`config.mk`:
```
export PLATFORM = sky130hd
export DESIGN_NAME = proj_kmer_seq_ctrl
export DESIGN_NICKNAME = d
export VERILOG_FILES = /design/src/rtl/proj_kmer_seq_ctrl.sv
export SDC_FILE = /design/constraint.sdc
export NUM_CORES = 1
export LEC_CHECK = 0
export CORE_MARGIN = 3
export CORE_UTILIZATION = 54
export CTS_CLUSTER_DIAMETER = 200
export DETAILED_ROUTE_END_ITERATION = 16
export PLACE_DENSITY_LB_ADDON = 0.2
export SYNTH_ARGS = -nofsm -noshare
export SYNTH_HDL_FRONTEND = slang
export SYNTH_SLANG_ARGS = --single-unit
```
`constraint.sdc`:
```
create_clock -name clk -period 5.9 [get_ports clk]
set_clock_uncertainty 0.15 [all_clocks]
set_input_delay 0.885 -clock clk [delete_from_list [all_inputs] [get_ports clk]]
set_output_delay 0.885 -clock clk [all_outputs]
set_load 0.01 [all_outputs]
```
`src/rtl/proj_kmer_seq_ctrl.sv`:
```
// K-mer extraction sequencing controller: frames a nucleotide stream into a
// shift-enabled k-mer buffer and emits one qualified k-mer strobe per position.
package proj_pkg;
  localparam int unsigned KMER_BUFFER_BITS = 2;
  localparam int unsigned KMER_BUFFER_LEN  = 4;
endpackage

module proj_kmer_seq_ctrl #(
  parameter int unsigned DATA_BITS = proj_pkg::KMER_BUFFER_BITS,
  parameter int unsigned KMER_LEN  = proj_pkg::KMER_BUFFER_LEN,
  parameter int unsigned CNT_W     = 16
) (
  input  logic                 clk,
  input  logic                 rst_n,
  input  logic                 in_valid,
  output logic                 in_ready,
  input  logic [DATA_BITS-1:0] in_data,
  input  logic                 in_last,
  output logic                 buf_shift_en,
  output logic [DATA_BITS-1:0] buf_data,
  output logic                 buf_start_over,
  output logic                 out_valid,
  input  logic                 out_ready,
  output logic                 out_last,
  output logic [CNT_W-1:0]     out_pos,
  output logic                 short_read,
  output logic                 read_done,
  output logic [CNT_W-1:0]     read_cnt,
  output logic                 busy
);

  localparam int unsigned FILL_W = $clog2(KMER_LEN + 1);
  localparam logic [FILL_W-1:0] FILL_FULL = FILL_W'(KMER_LEN);

  typedef enum logic [1:0] {IDLE, FILL, STREAM, CLEAR} state_t;

  state_t             state_q, state_d;
  logic [FILL_W-1:0]  fill_q, fill_d;
  logic [FILL_W-1:0]  fill_inc;
  logic               out_valid_d, out_last_d, short_read_d;
  logic [CNT_W-1:0]   pos_d, read_cnt_d;
  logic               accept;

  // Stall the stream whenever a presented k-mer is not being consumed.
  always_comb begin
    in_ready = 1'b0;
    case (state_q)
      IDLE, FILL: in_ready = 1'b1;
      STREAM:     in_ready = ~out_last & (~out_valid | out_ready);
      default:    in_ready = 1'b0;
    endcase
  end

  assign accept       = in_valid & in_ready;
  assign buf_shift_en = accept;
  assign buf_data     = in_data;
  assign fill_inc     = fill_q + FILL_W'(1);

  // Next-state and next-output logic.
  always_comb begin
    state_d      = state_q;
    fill_d       = fill_q;
    out_valid_d  = out_valid;
    out_last_d   = out_last;
    pos_d        = out_pos;
    read_cnt_d   = read_cnt;
    short_read_d = 1'b0;
    case (state_q)
      IDLE: begin
        if (accept) begin
          fill_d = FILL_W'(1);
          if (in_last) begin
            state_d      = CLEAR;
            short_read_d = 1'b1;
          end else begin
            state_d = FILL;
          end
        end
      end
      FILL: begin
        if (accept) begin
          fill_d = fill_inc;
          if (fill_inc == FILL_FULL) begin
            state_d     = STREAM;
            out_valid_d = 1'b1;
            pos_d       = '0;
            out_last_d  = in_last;
          end else if (in_last) begin
            state_d      = CLEAR;
            short_read_d = 1'b1;
          end
        end
      end
      STREAM: begin
        if (accept) begin
          out_valid_d = 1'b1;
          out_last_d  = in_last;
          if (~&out_pos) pos_d = out_pos + CNT_W'(1);
        end else if (out_valid && out_ready) begin
          out_valid_d = 1'b0;
          if (out_last) state_d = CLEAR;
        end
      end
      CLEAR: begin
        state_d     = IDLE;
        read_cnt_d  = read_cnt + CNT_W'(1);
        fill_d      = '0;
        pos_d       = '0;
        out_last_d  = 1'b0;
        out_valid_d = 1'b0;
      end
      default: state_d = IDLE;
    endcase
  end

  // CLEAR-cycle pulses are registered on entry so they coincide with CLEAR.
  always_ff @(posedge clk or negedge rst_n) begin
    if (!rst_n) begin
      state_q        <= IDLE;
      fill_q         <= '0;
      out_valid      <= 1'b0;
      out_last       <= 1'b0;
      out_pos        <= '0;
      read_cnt       <= '0;
      short_read     <= 1'b0;
      read_done      <= 1'b0;
      buf_start_over <= 1'b0;
      busy           <= 1'b0;
    end else begin
      state_q        <= state_d;
      fill_q         <= fill_d;
      out_valid      <= out_valid_d;
      out_last       <= out_last_d;
      out_pos        <= pos_d;
      read_cnt       <= read_cnt_d;
      short_read     <= short_read_d;
      read_done      <= (state_d == CLEAR);
      buf_start_over <= (state_d == CLEAR);
      busy           <= (state_d != IDLE);
    end
  end

endmodule

```
==> flow_summary_export.csv <==
group,metric,value,unit
sta,max_freq,290.5,MHz
clock_network,tritoncts,"done",
sta,hold-worst-slack,0.3185,ns
worst_setup_path,cell_depth_of_the_worst_flop_to_flop_path,4,
clock_network,clock_transition_at_the_register_clock_pins_on_the_worst_setup_and_hold_paths_after_cts,0.07,ns
drt,firstDrtPassIters,4,
worst_setup_path,worst_r2r_endpoint,"out_pos[0]",
logic_synthesis,synth_seq_area_share,0.4695,
pwr,static-leakage-power,1.120,nW
drt,postRouteAntennaNets,0,
clock_network,numClockSinks,42,
worst_setup_path,required_time_at_the_worst_slack_endpoint,4.87,ns
grt,groute.usage.overall,0.2008,
clock_network,ctsHtreeMaxLevel,2,
pwr,total_power,0.0009025,W
sta,post-route-period-util,0.5835,
worst_setup_path,timing.critical_path.cells,"clkdlybuf4s50_1, nor2b_1, o31ai_1, and2_2, clkdlybuf4s50_1",
drt,routed-via-count,1825,
logic_synthesis,postSynthCellCount,223,
hold_path,holdPathEnd,"read_cnt[15]",
worst_setup_path,crit_top_cell,"clkdlybuf4s50_1",
worst_setup_path,critPathSlowestCell,"clkdlybuf4s50_1",
layout,num-nets-final,273,
clock_network,post_cts_hold_buffer_count,0,
worst_setup_path,r2r_setup_slack,3.44,ns
worst_setup_path,critical_path_peak_fanout,4,
placed_design,dpl-instance-area,2669,um^2
layout,area.growth.synth_to_final,22.92,%
drt,post_drt_via_cell_ratio,5.906,
layout,n_antenna_cell,0,
sta,finalHoldViolCount,0,
placed_design,io_buffers,44,
worst_setup_path,worstSetupPathType,"input port to output port",
placed_design,place_congestion,0.7716,
sta,drv_slew,0,
logic_synthesis,synth.cell_area,2238,um^2
logic_synthesis,count_of_flip_flops_with_a_built_in_enable_after_synthesis,0,
logic_synthesis,postSynth.asyncResetShare,1.000,
floorplanning,die_width,70.39,um
hold_path,hp-start,"read_cnt[15]",
sta,worst_pin_slew,1.012,ns
worst_setup_path,startpoint_type,"input port",
sta,setup_viol,0,
clock_network,number_of_cells_upsized_or_downsized_after_cts,0,
floorplanning,die_h,70.39,um
sta,unrepaired_setup_endpoints_after_global_routing,"no",
logic_synthesis,synth-main-ff-cell,"dfrtp_1",
logic_synthesis,syn_avg_cell_area,10.04,um^2
layout,seq_area,1051,um^2
layout,finalInstanceArea,2751,um^2
grt,grt_pass1_wl,8059,um
grt,number_of_antenna_violations_at_the_first_check_in_global_routing,0,
layout,most_common_library_cell_in_the_layout_ignoring_fill_and_taps,"clkdlybuf4s50_1",
layout,filler_cell_count,316,
logic_synthesis,syn-num-nets,234,
pwr,peakVddDrop,0.2850,mV
floorplanning,boundaryPins,49,
run,cap_violations,0,
hold_path,hold_depth,1,
clock_network,cts.repair_timing.setup_buffer_count,0,
sta,max-slew-margin-rel,0.3218,
floorplanning,coreArea,3826,um^2
placed_design,dpl.hpwl,3289,um
floorplanning,start_util,0.5850,
grt,first_global_vias,1756,
clock_network,cts-buffers-inserted,5,
worst_setup_path,cp_data_arrival_time,2.41,ns
drt,route.detailed.drc,0,
logic_synthesis,synth_cell_type_count,47,
clock_network,clock_tree_buffer_depth,2,
sta,timing.final.crit_period,3.443,ns
hold_path,hp-class,"register to register",
worst_setup_path,timing.critical_path.to_type,"output port",
grt,grt_max_degree,43,
floorplanning,die_area,4954,um^2
drt,drt_iter0_markers,201,
layout,layout-drive-gt1-share,0.07663,
layout,layout.core_utilization,0.7191,
floorplanning,core.rowCount,22,
layout,final_cell_mix,"clkdlybuf4s50_1, dfrtp_1, nand2_1",
grt,grt-ovfl-total,0,
logic_synthesis,ys_seq_elements,42,
worst_setup_path,cpPeakStageDelay,0.52,ns
logic_synthesis,yosys_warnings,0,
drt,drt-wirelength-per-cell,14.98,um
pwr,power.density,328.0,nW/um^2
clock_network,ctsRootBufferMaster,"clkbuf_8",
drt,drt_wl_total,4629,um
clock_network,worstSkewPairLatency,0.29,ns
outcome,status,"finished, final reports clean",
sta,fin_tns_setup,0,ns
layout,multi_input_comb_area,1104,um^2
worst_setup_path,regToRegStartpoint,"state_q[1]",
==> Yosys cell counts, types with 3 or more instances <==
master / count / area share
a211oi_1: 8 / 0.027
a21oi_1: 9 / 0.020
and2_1: 4 / 0.011
and3_1: 3 / 0.0084
and4_1: 4 / 0.016
buf_2: 7 / 0.016
buf_4: 3 / 0.010
dfrtp_1: 42 / 0.47
ha_1: 4 / 0.022
inv_1: 5 / 0.0084
mux2i_1: 9 / 0.040
nand2_1: 25 / 0.042
nand2b_1: 9 / 0.025
nand3_1: 12 / 0.027
nand4_1: 7 / 0.020
nor2_1: 8 / 0.013
nor3_1: 5 / 0.011
o21ai_0: 4 / 0.0089
o31ai_1: 5 / 0.017
or4_1: 4 / 0.013
xnor2_1: 9 / 0.035
xor2_1: 6 / 0.023
==> worst max-delay path, delay by kind of cell <==
family	cells	cell delay [ns]
buffers and inverters	2	1.02
AOI/OAI and AO/OA	1	0.23
and+or+nand+nor	2	0.27
==> stage by stage <==
step | std cells | setup slack [ns]
2_1_floorplan | 223 | 3.313
3_3_place_gp | 303 | 2.478
3_5_place_dp | 303 | 2.464
4_1_cts | 309 | 2.459
5_1_grt | 309 | 2.386
6_report | 309 | 2.457
==> how the worst max path moves through the flow <==
stage                   start           end  slack, ns  cells past startpoint
global placement    out_ready  buf_shift_en       2.48                      5
CTS                 out_ready  buf_shift_en       2.46                      5
global route        out_ready  buf_shift_en       2.39                      5
floorplan           out_ready  buf_shift_en       3.31                      3
detailed placement  out_ready  buf_shift_en       2.46                      5
finish              out_ready  buf_shift_en       2.46                      5
==> cell families (layout without fill, tap and decap cells) <==
group                    Yosys count  count (layout)  share of synthesized area
AND/OR/NAND/NOR                   98              98                     0.2454
AO/OA/AOI/OAI                     36              36                     0.1163
flip-flops                        42              42                     0.4695
adder cells (fa/ha/maj)            4               4                    0.02236
XOR/XNOR                          15              15                    0.05869
multiplexers                      11              11                    0.05031
buffers and inverters             17              55                    0.03745
==> power breakdown <==
group | internal, W | switching [W] | total, W
combinational | 0.000154 | 0.000160 | 0.000314
sequential | 0.000338 | 0.0000739 | 0.000412
clock | 0.0000901 | 0.0000861 | 0.000176
total | 0.000583 | 0.000320 | 0.000903
==> metal layers <==
layer  global-route usage  vias to the layer above  wire (um)  share of wire
li1                     -                      882          -              -
met1               0.2938                      895       2170           0.47
met2               0.2900                       42       2173           0.47
met3              0.05036                        6        234          0.051
met4              0.06596                        0         51          0.011
met5                    0                        -          0              0
==> flip-flops by register name (all words and copies together), names as in the netlist <==
name        flops
busy            1
short_read      1
out_valid       1
read_cnt       16
fill_q          3
out_pos        16
out_last        1
read_done       1
state_q         2
==> layout make-up <==
class,instances,share of cell area
sequential,42,0.3820
clock buffer,6,0.03001
tap,48,0.02183
timing repair buffer,44,0.1583
multi-input combinational,164,0.4011
inverter,5,0.006821
No activity file was read; power rests on OpenSTA's default activity.
